--- config.mk ---
export PLATFORM = sky130hd
export DESIGN_NAME = spi_slave_9952
export DESIGN_NICKNAME = d
export VERILOG_FILES = /design/src/rtl/spi_slave_9952.sv
export SDC_FILE = /design/constraint.sdc
export NUM_CORES = 1
export LEC_CHECK = 0
export CAP_MARGIN = 20
export CORE_MARGIN = 8
export CORE_UTILIZATION = 52
export CTS_CLUSTER_SIZE = 8
export DETAILED_ROUTE_END_ITERATION = 12
export GPL_TIMING_DRIVEN = 1
export PLACE_DENSITY_LB_ADDON = 0.15
export SLEW_MARGIN = 20
export SYNTH_ARGS = -nofsm -noshare
export SYNTH_HDL_FRONTEND = slang
export SYNTH_SLANG_ARGS = --single-unit
--- constraint.sdc ---
create_clock -name clk -period 12.15 [get_ports clk]
set_clock_uncertainty 0.05 [all_clocks]
set_input_delay 2.43 -clock clk [delete_from_list [all_inputs] [get_ports clk]]
set_output_delay 2.43 -clock clk [all_outputs]
set_load 0.01 [all_outputs]
--- src/rtl/spi_slave_9952.sv ---
// SPI register slave: 8-bit instruction (R/W + 5-bit address) followed by a
// register-sized data phase. Writes land in buffer registers; an io_update
// rising edge copies every buffer register into its active register.
module spi_slave_9952 #(
  parameter int unsigned SYNC_STAGES = 2
) (
  input  logic        clk,
  input  logic        rst,
  input  logic        n_cs,
  input  logic        sclk,
  input  logic        sdio_i,
  output logic        sdio_o,
  output logic        sdio_oe,
  input  logic        io_update,
  output logic [31:0] cfr1,
  output logic [23:0] cfr2,
  output logic [15:0] asf,
  output logic [7:0]  arr,
  output logic [31:0] ftw,
  output logic [15:0] pow,
  output logic        wr_done,
  output logic        addr_err
);

  typedef enum logic [1:0] {
    IDLE  = 2'd0,
    INSTR = 2'd1,
    WDATA = 2'd2,
    RDATA = 2'd3
  } state_t;

  localparam logic [23:0] CFR2_RST = 24'h000018;

  state_t state, state_nx;

  logic [SYNC_STAGES-1:0] ncs_sync, sclk_sync, sdio_sync, iou_sync;
  logic ncs_s, sclk_s, sdio_s, iou_s;
  logic ncs_d, sclk_d, iou_d;
  logic ncs_rise, ncs_fall, sclk_rise, sclk_fall, iou_rise;

  logic [2:0]  bit_cnt;
  logic [1:0]  byte_cnt;
  logic [1:0]  last_byte;
  logic [4:0]  addr_q;
  logic        addr_ok;
  logic [6:0]  instr_sr;
  logic [30:0] wd_sr;
  logic [31:0] rd_sr;

  logic [7:0]  instr_word;
  logic [31:0] wr_word;
  logic        instr_done;
  logic        data_last;
  logic        wr_commit;
  logic [4:0]  new_addr;
  logic        new_ok;
  logic [1:0]  new_last;
  logic [31:0] rd_load;

  logic [31:0] b_cfr1, b_cfr1_nx;
  logic [23:0] b_cfr2, b_cfr2_nx;
  logic [15:0] b_asf,  b_asf_nx;
  logic [7:0]  b_arr,  b_arr_nx;
  logic [31:0] b_ftw,  b_ftw_nx;
  logic [15:0] b_pow,  b_pow_nx;

  // Input synchronizers plus one delay stage for edge detection.
  always_ff @(posedge clk or posedge rst) begin
    if (rst) begin
      ncs_sync  <= '1;
      sclk_sync <= '0;
      sdio_sync <= '0;
      iou_sync  <= '0;
      ncs_d     <= 1'b1;
      sclk_d    <= 1'b0;
      iou_d     <= 1'b0;
    end else begin
      ncs_sync[0]  <= n_cs;
      sclk_sync[0] <= sclk;
      sdio_sync[0] <= sdio_i;
      iou_sync[0]  <= io_update;
      for (int unsigned i = 1; i < SYNC_STAGES; i++) begin
        ncs_sync[i]  <= ncs_sync[i-1];
        sclk_sync[i] <= sclk_sync[i-1];
        sdio_sync[i] <= sdio_sync[i-1];
        iou_sync[i]  <= iou_sync[i-1];
      end
      ncs_d  <= ncs_s;
      sclk_d <= sclk_s;
      iou_d  <= iou_s;
    end
  end

  assign ncs_s     = ncs_sync[SYNC_STAGES-1];
  assign sclk_s    = sclk_sync[SYNC_STAGES-1];
  assign sdio_s    = sdio_sync[SYNC_STAGES-1];
  assign iou_s     = iou_sync[SYNC_STAGES-1];
  assign ncs_rise  = ncs_s & ~ncs_d;
  assign ncs_fall  = ~ncs_s & ncs_d;
  assign sclk_rise = sclk_s & ~sclk_d;
  assign sclk_fall = ~sclk_s & sclk_d;
  assign iou_rise  = iou_s & ~iou_d;

  assign instr_word = {instr_sr, sdio_s};
  assign wr_word    = {wd_sr, sdio_s};
  assign instr_done = (state == INSTR) && sclk_rise && (bit_cnt == 3'd7);
  assign data_last  = sclk_rise && (bit_cnt == 3'd7) && (byte_cnt == last_byte);
  assign wr_commit  = (state == WDATA) && data_last && addr_ok && !ncs_rise;
  assign new_addr   = instr_word[4:0];

  // Instruction decode: validity and last byte index of the data phase.
  always_comb begin
    new_ok   = 1'b1;
    new_last = 2'd0;
    case (new_addr)
      5'h00:   new_last = 2'd3;
      5'h01:   new_last = 2'd2;
      5'h02:   new_last = 2'd1;
      5'h03:   new_last = 2'd0;
      5'h04:   new_last = 2'd3;
      5'h05:   new_last = 2'd1;
      default: new_ok   = 1'b0;
    endcase
  end

  // Buffer value for a read, left-aligned so the MSB leaves first.
  always_comb begin
    rd_load = '0;
    case (new_addr)
      5'h00:   rd_load = b_cfr1;
      5'h01:   rd_load = {b_cfr2, 8'h00};
      5'h02:   rd_load = {b_asf, 16'h0000};
      5'h03:   rd_load = {b_arr, 24'h000000};
      5'h04:   rd_load = b_ftw;
      5'h05:   rd_load = {b_pow, 16'h0000};
      default: rd_load = '0;
    endcase
  end

  // State register.
  always_ff @(posedge clk or posedge rst) begin
    if (rst) state <= IDLE;
    else     state <= state_nx;
  end

  // Next-state logic; chip-select release overrides everything.
  always_comb begin
    state_nx = state;
    if (ncs_rise) begin
      state_nx = IDLE;
    end else begin
      case (state)
        IDLE:    if (ncs_fall)   state_nx = INSTR;
        INSTR:   if (instr_done) state_nx = instr_word[7] ? RDATA : WDATA;
        WDATA:   if (data_last)  state_nx = INSTR;
        RDATA:   if (data_last)  state_nx = INSTR;
        default: state_nx = IDLE;
      endcase
    end
  end

  // Shift registers, counters, read output and status pulses.
  always_ff @(posedge clk or posedge rst) begin
    if (rst) begin
      bit_cnt   <= '0;
      byte_cnt  <= '0;
      last_byte <= '0;
      addr_q    <= '0;
      addr_ok   <= 1'b0;
      instr_sr  <= '0;
      wd_sr     <= '0;
      rd_sr     <= '0;
      sdio_o    <= 1'b0;
      sdio_oe   <= 1'b0;
      wr_done   <= 1'b0;
      addr_err  <= 1'b0;
    end else begin
      wr_done  <= wr_commit;
      addr_err <= instr_done && !new_ok && !ncs_rise;
      if (ncs_rise) begin
        bit_cnt  <= '0;
        byte_cnt <= '0;
        sdio_oe  <= 1'b0;
        sdio_o   <= 1'b0;
      end else begin
        case (state)
          IDLE: begin
            bit_cnt  <= '0;
            byte_cnt <= '0;
          end
          INSTR: begin
            if (sclk_rise) begin
              instr_sr <= instr_word[6:0];
              bit_cnt  <= bit_cnt + 3'd1;
              if (bit_cnt == 3'd7) begin
                addr_q    <= new_addr;
                addr_ok   <= new_ok;
                last_byte <= new_last;
                byte_cnt  <= '0;
                wd_sr     <= '0;
                if (instr_word[7]) rd_sr <= rd_load;
              end
            end
          end
          WDATA: begin
            if (sclk_rise) begin
              wd_sr   <= wr_word[30:0];
              bit_cnt <= bit_cnt + 3'd1;
              if (data_last)            byte_cnt <= '0;
              else if (bit_cnt == 3'd7) byte_cnt <= byte_cnt + 2'd1;
            end
          end
          RDATA: begin
            // Each falling edge presents the next bit; the first one also
            // turns the driver on.
            if (sclk_fall) begin
              sdio_oe <= 1'b1;
              sdio_o  <= rd_sr[31];
              rd_sr   <= {rd_sr[30:0], 1'b0};
            end
            if (sclk_rise) begin
              bit_cnt <= bit_cnt + 3'd1;
              if (data_last) begin
                byte_cnt <= '0;
                sdio_oe  <= 1'b0;
                sdio_o   <= 1'b0;
              end else if (bit_cnt == 3'd7) begin
                byte_cnt <= byte_cnt + 2'd1;
              end
            end
          end
          default: begin
            bit_cnt  <= '0;
            byte_cnt <= '0;
          end
        endcase
      end
    end
  end

  // Buffer next values: a completed write replaces the addressed register.
  always_comb begin
    b_cfr1_nx = b_cfr1;
    b_cfr2_nx = b_cfr2;
    b_asf_nx  = b_asf;
    b_arr_nx  = b_arr;
    b_ftw_nx  = b_ftw;
    b_pow_nx  = b_pow;
    if (wr_commit) begin
      case (addr_q)
        5'h00:   b_cfr1_nx = wr_word;
        5'h01:   b_cfr2_nx = wr_word[23:0];
        5'h02:   b_asf_nx  = wr_word[15:0];
        5'h03:   b_arr_nx  = wr_word[7:0];
        5'h04:   b_ftw_nx  = wr_word;
        5'h05:   b_pow_nx  = wr_word[15:0];
        default: ;
      endcase
    end
  end

  // Buffer and active registers. Active copies take the buffer next value
  // so a write completing on the io_update clock is transferred at once.
  always_ff @(posedge clk or posedge rst) begin
    if (rst) begin
      b_cfr1 <= '0;
      b_cfr2 <= CFR2_RST;
      b_asf  <= '0;
      b_arr  <= '0;
      b_ftw  <= '0;
      b_pow  <= '0;
      cfr1   <= '0;
      cfr2   <= CFR2_RST;
      asf    <= '0;
      arr    <= '0;
      ftw    <= '0;
      pow    <= '0;
    end else begin
      b_cfr1 <= b_cfr1_nx;
      b_cfr2 <= b_cfr2_nx;
      b_asf  <= b_asf_nx;
      b_arr  <= b_arr_nx;
      b_ftw  <= b_ftw_nx;
      b_pow  <= b_pow_nx;
      if (iou_rise) begin
        cfr1 <= b_cfr1_nx;
        cfr2 <= b_cfr2_nx;
        asf  <= b_asf_nx;
        arr  <= b_arr_nx;
        ftw  <= b_ftw_nx;
        pow  <= b_pow_nx;
      end
    end
  end

endmodule

==> results.py <==
metrics = {
    "timing": {
        "tightestPinTransition_ps": 1060,
        "drv_slew": 0,
        "slew_headroom_pct": 29.06,
        "hold-worst-slack_ps": 299.7,
        "setup_tns_ps": 0,
        "finalSetupViolCount": 0,
        "fmax_ghz": 0.2335,
        "rsz0062_at_grt": "no",
        "period_minus_slack_ps": 4282,
        "fin_crit_sh_pct": 35.24,
        "hold_violations": 0,
    },
    "clock_network": {
        "cts_tree": "built",
        "cts_hold_buf": 0,
        "clock_latency_ps": 540,
        "cts_buffers": 50,
        "cts_resized": 0,
        "htreeDepth": 2,
        "clock_path_buffers": 3,
        "cts.sinks": 356,
        "post-cts-setup-buffer-count": 0,
        "root_buffer": "clkbuf_16",
        "clk_pin_slew_ps": 50,
    },
    "setup_path": {
        "endpoint_kind": "asynchronous set/reset pin",
        "worst-r2r-setup-slack_ps": 8530,
        "crit_type": "primary input to asynchronous set/reset pin",
        "cp.arrival_ps": 4770,
        "critPathLaunchType": "primary input",
        "crit_required_ps": 12640,
        "crit_fanout": 174,
    },
    "logic_synthesis": {
        "yosys_register_bits": 356,
        "ys_top_cells_by_area": "dfrtp_1 (58%), mux2_2 (14%), mux2_4 (8.4%)",
        "synth_cell_types": 54,
        "synth_ff_type": "dfrtp_1",
        "synth.net_count": 1049,
        "ys_async_sr_fraction_pct": 100.0,
        "synth_area_um2": 14930,
        "synth_top_area_cell": "dfrtp_1",
        "yosysTopAreaCellShare_pct": 58.49,
        "synth-edff-count": 0,
        "syn_inst": 1040,
        "yosys_warnings": 0,
        "ys_seq_area_share_pct": 59.73,
        "syn_avg_cell_area_um2": 14.36,
    },
    "global_routing": {
        "grt_util_all_layers_pct": 21.29,
        "grt_max_degree": 175,
        "grt_pass1_wl_um": 56870,
        "grt-ovfl-total": 0,
        "first_global_vias": 9627,
        "antenna_found_initial": 0,
    },
    "floorplanning": {
        "core_um2": 28470,
        "start_util_pct": 52.44,
        "io_pins": 138,
        "rows": 62,
        "die_x_um": 185.5,
        "dieHeight_um": 185.5,
        "die_area_um2": 34390,
    },
    "status": {
        "status": "finished, final reports clean",
    },
    "placement": {
        "place_congestion": 0.8299,
        "port-buffer-count": 137,
        "place_hpwl_um": 22760,
    },
    "route": {
        "via_per_inst": 5.733,
        "wl_per_cell_um": 22.55,
        "drt_wl_total_um": 35470,
        "met2WireLength_um": 16230,
        "dr.pass1.iters": 5,
        "routed.top_layer": "met4",
        "wl_met1_um": 16070,
        "vias": 9018,
        "postRouteAntennaNets": 0,
        "first_iter_violations": 720,
        "wl_met3_um": 2288,
        "drc": 0,
    },
    "cells_and_area": {
        "nNetsFinal": 1179,
        "drive_above_1_share_pct": 29.77,
        "n_fill_cell": 2169,
        "antennaDiodeCount": 0,
        "regArea_um2": 8917,
        "area_delta_synth_final_pct": 20.15,
        "multiInputGateArea_um2": 5664,
    },
    "power": {
        "peakVddDrop_uv": 90.29,
        "p_clk_share_pct": 46.8,
        "p_sw_uw": 622.0,
        "p_leak_uw": 0.008597,
        "seqPwrFrac_pct": 46.8,
        "pwr-share-comb_pct": 6.3,
        "p_int_uw": 2012,
        "power.density_nw_per_um2": 146.8,
        "power_switching_share_pct": 23.61,
    },
    "flow_run": {
        "cap_violations": 0,
    },
    "hold_path": {
        "min_path_type": "flop to flop",
    },
}
==> power groups by stage <==
stage	Sequential [uW]	Clock, uW	Combinational [uW]
2_1_floorplan	1230	0	129
6_report	1230	1230	166
3_3_place_gp	1250	0	164
4_1_cts	1230	1260	167
3_5_place_dp	1250	0	166
5_1_grt	1240	1310	179
==> metal layers <==
metal / global-route usage (%) / vias up
li1: - / 4008
met1: 29.96 / 4662
met2: 32.80 / 288
met3: 4.490 / 60
met4: 6.594 / 0
met5: 0 / -
==> cell type report <==
type                       instances  area share [%]
clock buffer                      69           7.372
timing repair buffer             149           8.286
multi-input combinational        608           31.57
tap                              384           2.678
clock inverter                     2          0.2581
inverter                           5          0.1255
sequential                       356           49.71
==> per-stage QoR <==
stage	total power, uW	area (um^2)	cells	utilization, %	worst slack (ps)
2_1_floorplan	1358	14930	1040	-	4905
3_3_place_gp	1415	16570	1502	58.21	7149
3_5_place_dp	1417	16570	1502	58.21	7128
4_1_cts	2660	17940	1573	63.01	7708
5_1_grt	2725	17940	1573	63.01	7447
6_report	2634	17940	1573	63.01	7868
==> kinds of logic after synthesis <==
kind of cell,Yosys count,synth area share [%]
multiplexers,303,24.72
AO/OA/AOI/OAI,144,6.939
buffers and inverters,76,2.623
adder cells (fa/ha/maj),3,0.2514
AND/OR/NAND/NOR,154,5.455
flip-flops,356,59.73
XOR/XNOR,4,0.2850
==> Yosys cell counts, types with 7 or more instances <==
cell,instances
a22oi_1,9
a22o_1,32
nand3_1,14
dfrtp_1,349
mux2_4,84
buf_2,7
o21ai_0,17
mux2i_1,38
nor3_1,11
dfstp_2,7
nor2_1,45
a21oi_1,35
nand2_1,47
buf_6,13
clkbuf_1,48
mux2_2,180
nand2b_1,7
==> final timing paths <==
kind,from,to,cells past startpoint
min in group asynchronous,rst,iou_d,2
setup / recovery,rst,pow[1],4
hold reg to reg,sclk_sync[0],sclk_sync[1],0
setup reg to reg,ncs_d,cfr2[7],8
max in group clk,cfr2[3],cfr2[3],1
hold / removal,sclk_sync[0],sclk_sync[1],0
==> flip-flops by register name, summed over array words and instances, names as in the netlist, 24 cells and up <==
name / cells
cfr1: 32
b_cfr2: 24
rd_sr: 32
b_ftw: 32
wd_sr: 31
cfr2: 24
ftw: 32
b_cfr1: 32
==> cells in the final DEF, fill, tap and decap left out, drive strengths merged, types with 3 or more instances in the layout <==
cell | Yosys | layout
mux2 | 264 | 264
o21ai | 17 | 17
nand4 | 6 | 6
clkdlybuf4s50 | 0 | 137
nand2 | 47 | 47
a21oi | 35 | 35
buf | 23 | 12
clkbuf | 48 | 69
and2 | 4 | 4
a22oi | 9 | 9
xor2 | 4 | 4
a31oi | 6 | 6
inv | 5 | 4
nor3 | 14 | 14
a221oi | 4 | 4
dfstp | 7 | 7
nand3 | 14 | 14
a222oi | 6 | 6
nand2b | 7 | 7
o21a | 6 | 6
o2bb2ai | 7 | 7
ha | 3 | 3
nor2b | 4 | 4
nor2 | 45 | 45
a32oi | 3 | 3
o211ai | 6 | 6
mux2i | 38 | 38
o22a | 5 | 5
a22o | 32 | 32
dfrtp | 349 | 349
a221o | 3 | 3
==> critical path, stage by stage <==
cell and delay (ps):
clkdlybuf4s50_1 440, clkinvlp_4 430, buf_12 620, buf_12 610
(Power assumes the default switching activity.)
